<file path="src/rtl/motor_drive_monitor_pkg.sv">
// Shared definitions for the motor drive monitor: direction codes, the
// per-motor FSM states and the bit positions of IN1..IN4 on the motor bus.
package motor_drive_monitor_pkg;

  typedef enum logic [1:0] {
    DIR_STOP  = 2'b00,
    DIR_FWD   = 2'b01,
    DIR_REV   = 2'b10,
    DIR_FAULT = 2'b11
  } dir_e;

  typedef enum logic {
    ST_IDLE = 1'b0,
    ST_MEAS = 1'b1
  } state_e;

  // motor = {IN4,IN3,IN2,IN1}
  localparam int IN1 = 0;
  localparam int IN2 = 1;
  localparam int IN3 = 2;
  localparam int IN4 = 3;

  function automatic dir_e dir_enc(input logic fwd, input logic rev);
    case ({rev, fwd})
      2'b01:   return DIR_FWD;
      2'b10:   return DIR_REV;
      2'b11:   return DIR_FAULT;
      default: return DIR_STOP;
    endcase
  endfunction

endpackage

</file>
<file path="src/rtl/motor_drive_monitor_if.sv">
// Bus between the H-bridge drive side and the monitor.
//   motor            : observed {IN4,IN3,IN2,IN1}
//   valid_a/valid_b  : one-cycle measurement strobes
//   period_*/high_*  : measured PWM period / high time in clk cycles
//   dir_*            : 00 STOP, 01 FWD, 10 REV, 11 FAULT
//   fault            : sticky shoot-through flags {B,A}
// master = drive side (owns motor), slave = monitor (owns results).
interface motor_drive_monitor_if #(
  parameter int CNT_W = 16
) ();
  logic [3:0]       motor;
  logic             valid_a;
  logic             valid_b;
  logic [CNT_W-1:0] period_a;
  logic [CNT_W-1:0] period_b;
  logic [CNT_W-1:0] high_a;
  logic [CNT_W-1:0] high_b;
  logic [1:0]       dir_a;
  logic [1:0]       dir_b;
  logic [1:0]       fault;

  modport master (
    output motor,
    input  valid_a, valid_b, period_a, period_b, high_a, high_b,
           dir_a, dir_b, fault
  );

  modport slave (
    input  motor,
    output valid_a, valid_b, period_a, period_b, high_a, high_b,
           dir_a, dir_b, fault
  );
endinterface

</file>
<file path="src/rtl/motor_drive_monitor_pwm_channel_meter.sv">
// One-motor PWM meter: period/high-time counters, IDLE/MEAS FSM,
// direction decode, sticky shoot-through flag and report registers.
//   clk, rst      : clock, async active-high reset
//   fwd_s, rev_s  : synchronized forward/reverse pins
//   fwd_p, rev_p  : same pins one cycle earlier (edge detection)
//   valid         : one-cycle report strobe
//   period, high  : reported period / high time
//   dir           : reported direction, forced to FAULT once fault is set
//   fault         : sticky shoot-through flag
module pwm_channel_meter
  import motor_drive_monitor_pkg::*;
#(
  parameter int CNT_W   = 16,
  parameter int TIMEOUT = 50000
) (
  input  logic             clk,
  input  logic             rst,
  input  logic             fwd_s,
  input  logic             rev_s,
  input  logic             fwd_p,
  input  logic             rev_p,
  output logic             valid,
  output logic [CNT_W-1:0] period,
  output logic [CNT_W-1:0] high,
  output logic [1:0]       dir,
  output logic             fault
);
  localparam logic [CNT_W-1:0] TMO = CNT_W'(TIMEOUT);

  // Registered view of the pins: one stage so a pin rise sampled at edge k
  // is acted on at edge k+3.
  logic fwd_r, rev_r, rise_r, act_r;
  always_ff @(posedge clk or posedge rst)
    if (rst) begin
      fwd_r  <= 1'b0;
      rev_r  <= 1'b0;
      rise_r <= 1'b0;
    end else begin
      fwd_r  <= fwd_s;
      rev_r  <= rev_s;
      rise_r <= (fwd_s | rev_s) & ~(fwd_p | rev_p);
    end
  assign act_r = fwd_r | rev_r;

  state_e           state, state_nxt;
  logic [CNT_W-1:0] period_cnt, high_cnt;
  logic             fwd_seen, rev_seen;
  logic             restart, report, tmo_hit;

  assign tmo_hit = (period_cnt == TMO);

  always_ff @(posedge clk or posedge rst)
    if (rst) state <= ST_IDLE;
    else     state <= state_nxt;

  // Rise beats timeout in MEAS, so PWM period == TIMEOUT stays in MEAS.
  always_comb begin
    state_nxt = state;
    restart   = 1'b0;
    report    = 1'b0;
    case (state)
      ST_IDLE:
        if (rise_r) begin
          restart   = 1'b1;
          state_nxt = ST_MEAS;
        end else if (tmo_hit) begin
          restart = 1'b1;
          report  = 1'b1;
        end
      ST_MEAS:
        if (rise_r || tmo_hit) begin
          restart = 1'b1;
          report  = 1'b1;
          if (!rise_r) state_nxt = ST_IDLE;
        end
      default: state_nxt = ST_IDLE;
    endcase
  end

  // Counters hold the totals for the cycles before the current one; a
  // restart loads the current cycle as the first of the new window.
  always_ff @(posedge clk or posedge rst)
    if (rst) begin
      period_cnt <= '0;
      high_cnt   <= '0;
      fwd_seen   <= 1'b0;
      rev_seen   <= 1'b0;
    end else if (restart) begin
      period_cnt <= CNT_W'(1);
      high_cnt   <= CNT_W'(act_r);
      fwd_seen   <= fwd_r;
      rev_seen   <= rev_r;
    end else begin
      period_cnt <= period_cnt + CNT_W'(1);
      high_cnt   <= high_cnt + CNT_W'(act_r);
      fwd_seen   <= fwd_seen | fwd_r;
      rev_seen   <= rev_seen | rev_r;
    end

  always_ff @(posedge clk or posedge rst)
    if (rst) begin
      valid  <= 1'b0;
      period <= '0;
      high   <= '0;
      dir    <= DIR_STOP;
      fault  <= 1'b0;
    end else begin
      valid <= report;
      if (report) begin
        period <= period_cnt;
        // A static window only reports high time if act never dropped.
        high   <= (state == ST_MEAS || high_cnt == TMO) ? high_cnt : '0;
        dir    <= fault ? DIR_FAULT : dir_enc(fwd_seen, rev_seen);
      end
      if (fwd_r && rev_r) begin
        fault <= 1'b1;
        dir   <= DIR_FAULT;
      end
    end

endmodule

</file>
<file path="src/rtl/motor_drive_monitor.sv">
// Passive monitor on the H-bridge bus {IN4,IN3,IN2,IN1}. Synchronizes the
// bus and feeds one PWM meter per motor (A = {IN2,IN1}, B = {IN4,IN3}).
//   clk, rst : clock, async active-high reset
//   bus      : slave side of motor_drive_monitor_if (motor in, results out)
module motor_drive_monitor
  import motor_drive_monitor_pkg::*;
#(
  parameter int CNT_W   = 16,
  parameter int TIMEOUT = 50000
) (
  input  logic                 clk,
  input  logic                 rst,
  motor_drive_monitor_if.slave bus
);
  logic [3:0] sync1, sync2, sync_prev;
  logic       fault_a, fault_b;

  // 2-flop synchronizer plus a history register for edge detection.
  always_ff @(posedge clk or posedge rst)
    if (rst) begin
      sync1     <= '0;
      sync2     <= '0;
      sync_prev <= '0;
    end else begin
      sync1     <= bus.motor;
      sync2     <= sync1;
      sync_prev <= sync2;
    end

  pwm_channel_meter #(.CNT_W(CNT_W), .TIMEOUT(TIMEOUT)) u_meter_a (
    .clk    (clk),
    .rst    (rst),
    .fwd_s  (sync2[IN1]),
    .rev_s  (sync2[IN2]),
    .fwd_p  (sync_prev[IN1]),
    .rev_p  (sync_prev[IN2]),
    .valid  (bus.valid_a),
    .period (bus.period_a),
    .high   (bus.high_a),
    .dir    (bus.dir_a),
    .fault  (fault_a)
  );

  pwm_channel_meter #(.CNT_W(CNT_W), .TIMEOUT(TIMEOUT)) u_meter_b (
    .clk    (clk),
    .rst    (rst),
    .fwd_s  (sync2[IN4]),
    .rev_s  (sync2[IN3]),
    .fwd_p  (sync_prev[IN4]),
    .rev_p  (sync_prev[IN3]),
    .valid  (bus.valid_b),
    .period (bus.period_b),
    .high   (bus.high_b),
    .dir    (bus.dir_b),
    .fault  (fault_b)
  );

  assign bus.fault = {fault_b, fault_a};

endmodule

</file>
<file path="src/flat_wrapper.sv">
// flat-port wrapper written by rule: the top's interface ports become plain ports
module motor_drive_monitor_flat import motor_drive_monitor_pkg::*;
#(
  parameter int CNT_W   = 16,
  parameter int TIMEOUT = 50000
)
  (clk, rst, bus_motor, bus_valid_a, bus_valid_b, bus_period_a, bus_period_b, bus_high_a, bus_high_b, bus_dir_a, bus_dir_b, bus_fault);
  motor_drive_monitor_if #(.CNT_W(CNT_W)) bus_i ();
  input  logic clk;
  input  logic rst;
  input wire logic [$bits(bus_i.motor)-1:0] bus_motor;
  output wire logic [$bits(bus_i.valid_a)-1:0] bus_valid_a;
  output wire logic [$bits(bus_i.valid_b)-1:0] bus_valid_b;
  output wire logic [$bits(bus_i.period_a)-1:0] bus_period_a;
  output wire logic [$bits(bus_i.period_b)-1:0] bus_period_b;
  output wire logic [$bits(bus_i.high_a)-1:0] bus_high_a;
  output wire logic [$bits(bus_i.high_b)-1:0] bus_high_b;
  output wire logic [$bits(bus_i.dir_a)-1:0] bus_dir_a;
  output wire logic [$bits(bus_i.dir_b)-1:0] bus_dir_b;
  output wire logic [$bits(bus_i.fault)-1:0] bus_fault;
  assign bus_i.motor = bus_motor;
  assign bus_valid_a = bus_i.valid_a;
  assign bus_valid_b = bus_i.valid_b;
  assign bus_period_a = bus_i.period_a;
  assign bus_period_b = bus_i.period_b;
  assign bus_high_a = bus_i.high_a;
  assign bus_high_b = bus_i.high_b;
  assign bus_dir_a = bus_i.dir_a;
  assign bus_dir_b = bus_i.dir_b;
  assign bus_fault = bus_i.fault;
  motor_drive_monitor #(.CNT_W(CNT_W), .TIMEOUT(TIMEOUT)) u_core (.clk(clk), .rst(rst), .bus(bus_i));
endmodule
</file>
<file path="config.mk">
export PLATFORM = sky130hd
export DESIGN_NAME = motor_drive_monitor_flat
export DESIGN_NICKNAME = d
export VERILOG_FILES = /design/src/rtl/motor_drive_monitor_pkg.sv /design/src/rtl/motor_drive_monitor_if.sv /design/src/rtl/motor_drive_monitor_pwm_channel_meter.sv /design/src/rtl/motor_drive_monitor.sv /design/src/flat_wrapper.sv
export SDC_FILE = /design/constraint.sdc
export NUM_CORES = 1
export LEC_CHECK = 0
export ABC_AREA = 1
export BUFFER_PORTS_ARGS = -buffer_cell sky130_fd_sc_hd__buf_2
export CORE_ASPECT_RATIO = 1.4
export CORE_UTILIZATION = 54
export CTS_CLUSTER_SIZE = 28
export DETAILED_ROUTE_END_ITERATION = 8
export PLACE_DENSITY = 0.77
export SLEW_MARGIN = 10
export SYNTH_ARGS = -nofsm -noshare
export SYNTH_HDL_FRONTEND = slang
export SYNTH_SLANG_ARGS = --single-unit
</file>
<file path="constraint.sdc">
create_clock -name clk -period 12.3 [get_ports clk]
set_input_delay 1.23 -clock clk [delete_from_list [all_inputs] [get_ports clk]]
set_output_delay 1.23 -clock clk [all_outputs]
set_load 0.01 [all_outputs]
</file>
==> flow_summary.yaml <==
clocking:
  cts_tree: "built"
  clk_pin_slew_ns: 0.05
  cts_buffer_depth: 2
  ctsResizeCount: 0
  clock_sinks: 156
  holdBufCountCts: 0
  cts_setup_buffers: 0
  insertion_delay_ns: 0.41
  cts-htree-levels: 4
  cts_buffers: 17
  cts_root_buf: "clkbuf_16"
sta:
  tightest_slew_ns: 1.07
  fmax_ghz: 0.426
  hold_viol_final: 0
  fin_skew_ns: 0.00876
  setup_ws_ns: 9.95
  rsz0062_at_grt: "no"
  fin_setup_tns_ns: 0
  final-setup-viol-count: 0
  min_period_over_period_pct: 19.1
  min_period_ns: 2.35
  slew_viol_final: 0
  relSlewSlack_pct: 28.5
pwr:
  p_sw_mw: 0.361
  power.density_mw_per_mm2: 157
  seqPwrFrac_pct: 46.6
  sw_frac_of_total_pct: 27.2
  leakage_nw: 4.42
  ir_drop_v: 0.000103
  combPwrFrac_pct: 13.9
  internal_power_mw: 0.966
  pwr-share-clk_pct: 39.5
global_routing:
  busiest_layer: "met2"
  grt_pass1_vias: 5934
  grtUsageMet2_pct: 41.1
  grt_antenna_before_repair: 0
  met3_usage_pct: 4.94
  grt_util_met1_pct: 27.6
  grt-ovfl-total: 0
  grt_pass1_wl_um: 26400
  grt_max_degree: 89
  gr-usage-all-layers_pct: 23.4
detailed_routing:
  via_count: 6031
  via_per_inst: 5.08
  drt-total-wl_um: 15300
  routedWlPerCell_um: 12.9
  postRouteAntennaNets: 0
  first_iter_violations: 239
  drc: 0
  firstDrtPassIters: 4
yosys:
  yosysUniqueCellTypes: 25
  synthMuxAreaShare_pct: 0
  synth-seq-cells: 156
  syn_avg_cell_area_um2: 7.95
  synthAdderAreaFrac_pct: 1.35
  synth_simple_gate_area_share_pct: 33.0
  ys_seq_area_share_pct: 52.8
  syn_nets: 943
  synth.cell_area_mm2: 0.00739
  synthCells: 929
  synth_top_family_by_area: "simple AND/OR/NAND/NOR gates"
  synth_xor_area_share_pct: 2.49
  synth_compound_area_share_pct: 3.15
  yosys_warnings: 0
hold_path:
  min_path_cells: 0
  worstHoldPathType: "reg2reg"
setup_path:
  setup.worst_path.end: "u_core.u_meter_b.high_cnt[0]$_DFF_PP0_"
  crit_required_ns: 12.59
  critPathKind: "reg2reg"
  reg2reg_to: "u_core.u_meter_b.high_cnt[0]$_DFF_PP0_"
  crit_arrival_ns: 2.64
  max_stage_delay_ns: 0.80
  endpoint_kind: "register"
  crit_path_frequent_cell: "nand2_1"
  crit_chain: "inv_1 > ha_1 > nand2_1 > nor2_1 > nand3_1 > nand2_1 > inv_1 > nand2_1 > nand2_1"
  reg2reg_from: "u_core.u_meter_b.period_cnt[0]$_DFF_PP0_"
  crit_start: "u_core.u_meter_b.period_cnt[0]$_DFF_PP0_"
  regToRegSetupSlack_ns: 9.95
  cp-start-kind: "register"
  worstRegToRegCells: 9
  crit_slowest_cell: "nand2_1"
  worst-path-max-fanout: 32
job:
  cap_violations: 0
floorplanning:
  die_area_mm2: 0.0142
  core_mm2: 0.0134
  dieHeight_um: 140
  top_level_ports: 78
  initial_core_util_pct: 55.2
  fp.dieW_um: 101
  rows: 50
placed_design:
  dp_slack_ns: 9.46
  io_buffers: 77
  gp_congestion: 0.873
  dpl.hpwl_um: 10300
  placed_area_mm2: 0.00783
cells_and_area:
  ff_latch_area_mm2: 0.00390
  stdcell_area_mm2: 0.00843
  final.fill_count: 1220
  layout-drive-gt1-share_pct: 12.4
  syn2layout_area_growth_pct: 14.1
  layout_commonest_cell: "nand2_1"
  nets: 1009
  final_cell_mix: "nand2_1, dfrtp_1, nor2_1"
  multiInputGateArea_mm2: 0.00295
  num_antenna_cells: 0
  finalCoreUtilization_pct: 63.0
status:
  status: "finished, final reports clean"
==> state kept, by name, summed over array words and instances (netlist names), 2 cells and up <==
name                         cells
u_core.sync2                     4
u_core.sync_prev                 4
u_core.u_meter_a.period_cnt     16
u_core.sync1                     4
u_core.u_meter_a.high_cnt       16
u_core.u_meter_b.high_cnt       16
u_core.u_meter_a.period         16
u_core.u_meter_a.dir             2
u_core.u_meter_a.high           16
u_core.u_meter_b.period_cnt     16
u_core.u_meter_b.dir             2
u_core.u_meter_b.period         16
u_core.u_meter_b.high           16
==> how the worst min path moves through the flow <==
stage / slack (ns) / end / from
6_report: 0.35 / u_core.sync2[3]$_DFF_PP0_ / u_core.sync1[3]$_DFF_PP0_
3_3_place_gp: 0.33 / u_core.sync2[1]$_DFF_PP0_ / u_core.sync1[1]$_DFF_PP0_
3_5_place_dp: 0.34 / u_core.sync2[0]$_DFF_PP0_ / u_core.sync1[0]$_DFF_PP0_
5_1_grt: 0.35 / u_core.sync2[0]$_DFF_PP0_ / u_core.sync1[0]$_DFF_PP0_
2_1_floorplan: 0.33 / u_core.sync2[0]$_DFF_PP0_ / u_core.sync1[0]$_DFF_PP0_
4_1_cts: 0.35 / u_core.sync2[3]$_DFF_PP0_ / u_core.sync1[3]$_DFF_PP0_
==> layout make-up <==
| class | count | share of cell area, % |
|---|---|---|
| tap | 182 | 2.70 |
| multi-input combinational | 650 | 35.0 |
| inverter | 90 | 4.07 |
| clock buffer | 19 | 5.37 |
| sequential | 156 | 46.3 |
| timing repair buffer | 80 | 4.84 |
| clock inverter | 11 | 1.72 |
==> worst max-delay path, delay by kind of cell, from the launching register on <==
| kind | cells | cell delay [ns] |
|---|---|---|
| adder cells (fa/ha/maj) | 1 | 0.19 |
| buffers and inverters | 2 | 0.33 |
| AND/OR/NAND/NOR | 6 | 1.26 |
| flip-flops | 1 | 0.44 |
==> stage by stage <==
| step | hold slack [ns] | cells | power, mW |
|---|---|---|---|
| 4_1_cts | 0.350 | 1188 | 1.34 |
| 3_3_place_gp | 0.332 | 1158 | 0.806 |
| 6_report | 0.348 | 1188 | 1.33 |
| 3_5_place_dp | 0.337 | 1158 | 0.812 |
| 5_1_grt | 0.351 | 1188 | 1.40 |
| 2_1_floorplan | 0.331 | 929 | 0.752 |
==> Yosys cell counts <==
| cell type | instances | area, um2 |
|---|---|---|
| a21boi_0 | 4 | 30.0 |
| a21oi_1 | 30 | 150 |
| buf_2 | 15 | 75.1 |
| buf_4 | 2 | 15.0 |
| buf_6 | 6 | 67.6 |
| clkbuf_1 | 10 | 37.5 |
| clkinv_1 | 1 | 3.75 |
| dfrtp_1 | 156 | 3900 |
| ha_1 | 8 | 100 |
| inv_1 | 83 | 312 |
| inv_2 | 6 | 22.5 |
| nand2_1 | 276 | 1040 |
| nand2_4 | 2 | 22.5 |
| nand3_1 | 99 | 495 |
| nand3_4 | 2 | 35.0 |
| nand3b_1 | 1 | 7.51 |
| nand4_1 | 13 | 81.3 |
| nor2_1 | 143 | 537 |
| nor2_2 | 4 | 25.0 |
| nor3_1 | 36 | 180 |
| nor3b_1 | 2 | 15.0 |
| o21ai_0 | 6 | 30.0 |
| o21bai_1 | 3 | 22.5 |
| xnor2_1 | 1 | 8.76 |
| xor2_1 | 20 | 175 |
==> power groups by stage <==
| stage | logic (mW) | registers, mW | clock network (mW) |
|---|---|---|---|
| after floorplan | 0.122 | 0.630 | 0 |
| after global placement | 0.181 | 0.626 | 0 |
| after detailed placement | 0.185 | 0.627 | 0 |
| after CTS | 0.188 | 0.619 | 0.533 |
| after global routing | 0.214 | 0.627 | 0.554 |
| final | 0.184 | 0.619 | 0.524 |
==> layer usage <==
layer	wire [um]	share of wire, %
met3	543	3.6
met5	0	0
met1	6440	42
met4	265	1.7
met2	8030	53
==> kinds of logic (layout without fill, tap and decap cells) <==
logic type | count (synthesis) | in the layout
AND/OR/NAND/NOR | 578 | 578
adder cells (fa/ha/maj) | 8 | 8
XOR/XNOR | 21 | 21
flip-flops | 156 | 156
buffers and inverters | 123 | 200
AO/OA/AOI/OAI | 43 | 43
Note: power is estimated with default switching activity, not from simulation.
